--- config.mk ---
export PLATFORM = sky130hd
export DESIGN_NAME = core_out_serializer_flat
export DESIGN_NICKNAME = d
export VERILOG_FILES = /design/src/rtl/core_out_pkg.sv /design/src/rtl/core_out_serializer_if.sv /design/src/rtl/core_out_serializer_chunk_mux.sv /design/src/rtl/core_out_serializer.sv /design/src/flat_wrapper.sv
export SDC_FILE = /design/constraint.sdc
export NUM_CORES = 1
export LEC_CHECK = 0
export BUFFER_PORTS_ARGS = -buffer_cell sky130_fd_sc_hd__buf_4
export CORE_ASPECT_RATIO = 0.6
export CORE_MARGIN = 1.5
export CORE_UTILIZATION = 52
export CTS_BUF_LIST = sky130_fd_sc_hd__clkbuf_8
export DETAILED_ROUTE_END_ITERATION = 7
export PLACE_DENSITY = 0.82
export SYNTH_ARGS = -nofsm -noshare
export SYNTH_HDL_FRONTEND = slang
export SYNTH_HIERARCHICAL = 1
export SYNTH_SLANG_ARGS = --single-unit
--- constraint.sdc ---
create_clock -name clk -period 1.7 [get_ports clk]
set_input_delay 0.34 -clock clk [delete_from_list [all_inputs] [get_ports clk]]
set_output_delay 0.34 -clock clk [all_outputs]
set_load 0.01 [all_outputs]
--- src/rtl/core_out_pkg.sv ---
// Shared types and sizing helpers for the core output serializer.
package core_out_pkg;

  typedef enum logic {IDLE, DRAIN} state_t;

  function automatic int calc_cw(input int width, input int chunk_size);
    return width * chunk_size;
  endfunction

  function automatic int calc_idx_w(input int num_cores);
    return (num_cores > 1) ? $clog2(num_cores) : 1;
  endfunction

endpackage

--- src/rtl/core_out_serializer_if.sv ---
// Valid/ready stream carrying one core chunk per beat out of the serializer.
interface core_out_serializer_if #(parameter int CW = 64);

  logic [CW-1:0] m_tdata;
  logic          m_tvalid;
  logic          m_tready;
  logic          m_tlast;

  modport master (output m_tdata, output m_tvalid, output m_tlast, input m_tready);
  modport slave  (input m_tdata, input m_tvalid, input m_tlast, output m_tready);

endinterface

--- src/rtl/core_out_serializer_chunk_mux.sv ---
// Selects one CW-wide core chunk out of a held snapshot by chunk index.
module chunk_mux
  import core_out_pkg::*;
#(
  parameter int CW        = 64,
  parameter int NUM_CORES = 2,
  parameter int IW        = 1
)(
  input  logic [CW*NUM_CORES-1:0] slot_i,
  input  logic [IW-1:0]           idx_i,
  output logic [CW-1:0]           chunk_o
);

  always_comb begin
    chunk_o = '0;
    for (int i = 0; i < NUM_CORES; i++) begin
      if (idx_i == IW'(i)) chunk_o = slot_i[i*CW +: CW];
    end
  end

endmodule

--- src/rtl/core_out_serializer.sv ---
// Snapshots the multi-core array output on acc_done and streams it chunk by chunk.
// Define CORE_OUT_DBUF_EN for a second (ping-pong) snapshot slot.
module core_out_serializer
  import core_out_pkg::*;
#(
  parameter int WIDTH      = 16,
  parameter int CHUNK_SIZE = 4,
  parameter int NUM_CORES  = 2,
  localparam int CW        = calc_cw(WIDTH, CHUNK_SIZE)
)(
  input  logic                    clk,
  input  logic                    rst_n,
  input  logic                    acc_done,
  input  logic [CW*NUM_CORES-1:0] in_data,
  output logic                    reset_acc,
  core_out_serializer_if.master   m,
  output logic                    busy,
  output logic                    overflow
);

`ifdef CORE_OUT_DBUF_EN
  localparam int NSLOT = 2;
`else
  localparam int NSLOT = 1;
`endif
  localparam int IW = calc_idx_w(NUM_CORES);
  localparam int BW = CW * NUM_CORES;
  localparam logic [IW-1:0] LAST_IDX = IW'(NUM_CORES - 1);

  state_t           state_q, state_d;
  logic [IW-1:0]    idx_q, idx_d;
  logic [NSLOT-1:0] vld_q, vld_d;
  logic             wr_q, wr_d;
  logic             rd_q, rd_d;
  logic [BW-1:0]    slot_q [NSLOT];
  logic             acc_done_q;
  logic             m_tvalid_q;
  logic             reset_acc_q;
  logic             overflow_q;
  logic             capture, hs, last_hs, accept;

  // A final handshake frees its slot in the same cycle, so a capture then is never dropped.
  always_comb begin
    capture = acc_done & ~acc_done_q;
    hs      = m_tvalid_q & m.m_tready;
    last_hs = hs & (idx_q == LAST_IDX);
    accept  = capture & (~(&vld_q) | last_hs);

    vld_d = vld_q;
    if (last_hs) vld_d[rd_q] = 1'b0;
    if (accept)  vld_d[wr_q] = 1'b1;

    rd_d = rd_q;
    wr_d = wr_q;
    if (last_hs && NSLOT > 1) rd_d = ~rd_q;
    if (accept && NSLOT > 1)  wr_d = ~wr_q;

    idx_d = idx_q;
    if (hs) idx_d = last_hs ? '0 : idx_q + IW'(1);

    state_d = state_q;
    case (state_q)
      IDLE:    if (accept) state_d = DRAIN;
      DRAIN:   if (last_hs && !(|vld_d)) state_d = IDLE;
      default: state_d = IDLE;
    endcase
  end

  always_ff @(posedge clk or negedge rst_n) begin
    if (!rst_n) begin
      state_q     <= IDLE;
      idx_q       <= '0;
      vld_q       <= '0;
      wr_q        <= 1'b0;
      rd_q        <= 1'b0;
      acc_done_q  <= 1'b1;
      m_tvalid_q  <= 1'b0;
      reset_acc_q <= 1'b0;
      overflow_q  <= 1'b0;
    end else begin
      state_q     <= state_d;
      idx_q       <= idx_d;
      vld_q       <= vld_d;
      wr_q        <= wr_d;
      rd_q        <= rd_d;
      acc_done_q  <= acc_done;
      m_tvalid_q  <= (state_d == DRAIN);
      reset_acc_q <= accept;
      overflow_q  <= overflow_q | (capture & ~accept);
    end
  end

  always_ff @(posedge clk or negedge rst_n) begin
    if (!rst_n) begin
      for (int i = 0; i < NSLOT; i++) slot_q[i] <= '0;
    end else if (accept) begin
      slot_q[wr_q] <= in_data;
    end
  end

  chunk_mux #(
    .CW        (CW),
    .NUM_CORES (NUM_CORES),
    .IW        (IW)
  ) u_chunk_mux (
    .slot_i  (slot_q[rd_q]),
    .idx_i   (idx_q),
    .chunk_o (m.m_tdata)
  );

  assign m.m_tvalid = m_tvalid_q;
  assign m.m_tlast  = m_tvalid_q & (idx_q == LAST_IDX);
  assign reset_acc  = reset_acc_q;
  assign overflow   = overflow_q;
  assign busy       = |vld_q;

endmodule

--- src/flat_wrapper.sv ---
// flat-port wrapper written by rule: the top's interface ports become plain ports
module core_out_serializer_flat import core_out_pkg::*;
#(
  parameter int WIDTH      = 16,
  parameter int CHUNK_SIZE = 4,
  parameter int NUM_CORES  = 2,
  localparam int CW        = calc_cw(WIDTH, CHUNK_SIZE)
)
  (clk, rst_n, acc_done, in_data, reset_acc, busy, overflow, m_m_tdata, m_m_tvalid, m_m_tlast, m_m_tready);
  core_out_serializer_if #(.CW((64))) m_i ();
  input  logic clk;
  input  logic rst_n;
  input  logic acc_done;
  input  logic [CW*NUM_CORES-1:0] in_data;
  output logic reset_acc;
  output logic busy;
  output logic overflow;
  output wire logic [$bits(m_i.m_tdata)-1:0] m_m_tdata;
  output wire logic [$bits(m_i.m_tvalid)-1:0] m_m_tvalid;
  output wire logic [$bits(m_i.m_tlast)-1:0] m_m_tlast;
  input wire logic [$bits(m_i.m_tready)-1:0] m_m_tready;
  assign m_m_tdata = m_i.m_tdata;
  assign m_m_tvalid = m_i.m_tvalid;
  assign m_m_tlast = m_i.m_tlast;
  assign m_i.m_tready = m_m_tready;
  core_out_serializer #(.WIDTH(WIDTH), .CHUNK_SIZE(CHUNK_SIZE), .NUM_CORES(NUM_CORES)) u_core (.clk(clk), .rst_n(rst_n), .acc_done(acc_done), .in_data(in_data), .reset_acc(reset_acc), .m(m_i), .busy(busy), .overflow(overflow));
endmodule
==> results.yml <==
run:
  max_cap_viol_count: 0
clock_network:
  clkLatencyLatePin_ns: 0.43
  clock_sinks: 134
  cts_max_path_buffers: 2
  path_clk_slew_ns: 0.07
  numCtsBuffers: 17
  cts_tree: "built"
  cts_max_level: 4
  cts_root_buf: "clkbuf_8"
worst_setup_path:
  critPathKind: "reg -> out"
  endpoint_kind: "output pin"
  worstPathArrival_ns: 1.64
  critPathLaunchType: "flop"
  required_ns: 1.36
  crit_fanout: 27
timing:
  setup_slack_ns: -0.276
  period_share_pct: 116
  max_freq_mhz: 506
  period_minus_slack_ns: 1.98
  rsz0062_at_grt: "true"
  tightest_slew_ns: 0.304
  hold_slack_ns: 0.0323
  finalHoldViolCount: 0
  fin_skew_ns: 0.0155
  slew_violations: 0
  relSlewSlack_pct: 79.7
  setup_viol_count_final: 184
global_route:
  grt_max_degree: 36
  grt-ovfl-total: 0
  grt_pass1_wl_um: 20800
  antenna_found_initial: 0
  first_global_vias: 4066
  track_usage_pct: 22.6
drt:
  route.detailed.drc: 0
  drtIter0Drc: 109
  first_pass_iters: 4
  wl_per_cell_um: 20.6
  vias_per_cell: 5.08
  vias: 3885
  final_antenna_net_count: 0
  wirelength_um: 15800
placement:
  dp_hpwl_um: 9290
  port_buffers: 200
  place.gp.congestion: 0.754
finish:
  mostFrequentLayoutCell: "buf_4"
  final.fill_count: 652
  layout.area.seq_sq_um: 3360
  area_growth_pct: 48.9
  drive_above_1_share_pct: 63.5
  fin_nets: 724
  multi_input_area_sq_um: 2680
  antenna_cells: 0
  final_cell_mix: "140 x buf_4, 132 x dfrtp_1, 114 x mux2_4"
floorplanning:
  die-area_sq_um: 12400
  placementRows: 30
  ioPinCount: 201
  die_w_um: 143
  coreArea_sq_um: 11300
  die_h_um: 86.7
  start_util_pct: 53.6
logic_synthesis:
  syn_inst: 358
  yosysSeqAreaShare_pct: 55.2
  synth_compound_area_share_pct: 0.391
  syn_avg_cell_area_sq_um: 17.0
  synth_cell_types: 17
  yosys.area_share.simple_pct: 0.536
  synth_nets: 490
  yosysWarningCount: 6
  synthXorXnorAreaFrac_pct: 0.144
  synth_top_family_by_area: "multiplexers"
  synth.area.mux_share_pct: 39.3
  syn_area_sq_um: 6070
  ys_ff_latch: 134
  synthAdderAreaFrac_pct: 0
power_and_ir_drop:
  ir_worst_vdd_uv: 1120
  p_leak_nw: 4.37
  power.density_nw_per_um2: 1870
  fin_total_pwr_mw: 16.9
min_path:
  hold_class: "in -> reg"
run_status:
  status: "finished with violations"
  violations: "setup timing"
-- cells in the mapped netlist (all sizes together) --
library cell,instances,area [sq um]
mux2,192,2390
dfrtp,133,3330
buf,21,267
nand2,4,15.0
a21o,1,7.51
a21oi,1,8.76
and2,1,6.26
dfstp,1,26.3
nand2b,1,6.26
nand3,1,5.00
o21bai,1,7.51
xnor2,1,8.76
-- repair_timing --
item / CTS / global route
resized for setup: 70 / 70
pin swaps: 1 / 1
cloned: 3 / 13
buffers inserted: 4 / 4
endpoints found under the setup margin: 160 / 178
hold buffers: 1 / 0
hold endpoints to repair: 15 / 0
-- power by group --
group          total, mW  internal (mW)  switching [mW]
logic               8.90           5.82            3.07
clock network       2.35           1.06            1.29
registers           5.66           4.76           0.899
total               16.9           11.6            5.27
-- final cells by class --
cell class                      count  area share (%)
Sequential cell                   134            37.1
Multi-Input combinational cell    203            29.6
Timing Repair Buffer              236            27.2
Clock buffer                       18            2.74
Tap cell                          160            2.21
Clock inverter                     14            1.15
-- routing by layer --
metal / wire length [um] / track usage, %
met1: 6420 / 26.6
met2: 7860 / 37.8
met3: 1370 / 10.6
met4: 104 / 5.72
met5: 0 / 0
-- logic make-up after synthesis --
logic type,after synthesis
buffers and inverters,21
and+or+nand+nor,7
DFF,134
muxes,192
AOI/OAI and AO/OA,3
xor gates and xnor gates,1
-- registers in the layout, summed over array words and instances, names as in the netlist --
| register | count |
|---|---|
| u_core/overflow | 1 |
| u_core/busy | 1 |
| u_core/m.m_tvalid | 1 |
| u_core/idx_q | 1 |
| u_core/acc_done_q | 1 |
| u_core/slot_q | 128 |
| u_core/reset_acc | 1 |
-- critical path, cell delays in order (launching register included) --
cell and delay [ns]:
dfrtp_4 0.48, buf_12 0.24, mux2_4 0.34, buf_6 0.13
-- through the flow --
| stage | util, % | std cells | setup TNS [ns] | cell area, sq um | worst slack (ns) |
|---|---|---|---|---|---|
| 5_1_grt | 79.8 | 765 | -32.90 | 9040 | -0.327 |
| 4_1_cts | 74.8 | 748 | -18.43 | 8470 | -0.278 |
| 3_3_place_gp | 67.9 | 708 | 0 | 7700 | 0.0213 |
| 3_5_place_dp | 67.9 | 708 | -1.61 | 7700 | -0.0500 |
| 6_report | 79.8 | 765 | -24.56 | 9040 | -0.276 |
| 2_1_floorplan | - | 358 | 0 | 6070 | 0.175 |
-- worst paths after layout --
path / cells past startpoint / startpoint / slack (ns) / end
min reg2reg: 1 / u_core/slot_q[76] / 0.49 / u_core/slot_q[76]
max reg2reg: 8 / u_core/idx_q / -0.16 / u_core/slot_q[101]
max: 3 / u_core/idx_q / -0.28 / m_m_tdata[7]
min: 1 / acc_done / 0.03 / u_core/acc_done_q
max in group asynchronous: 3 / rst_n / 0.73 / u_core/slot_q[2]
min in group asynchronous: 2 / rst_n / 0.35 / u_core/slot_q[20]
No activity file was read; power rests on OpenSTA's default activity.
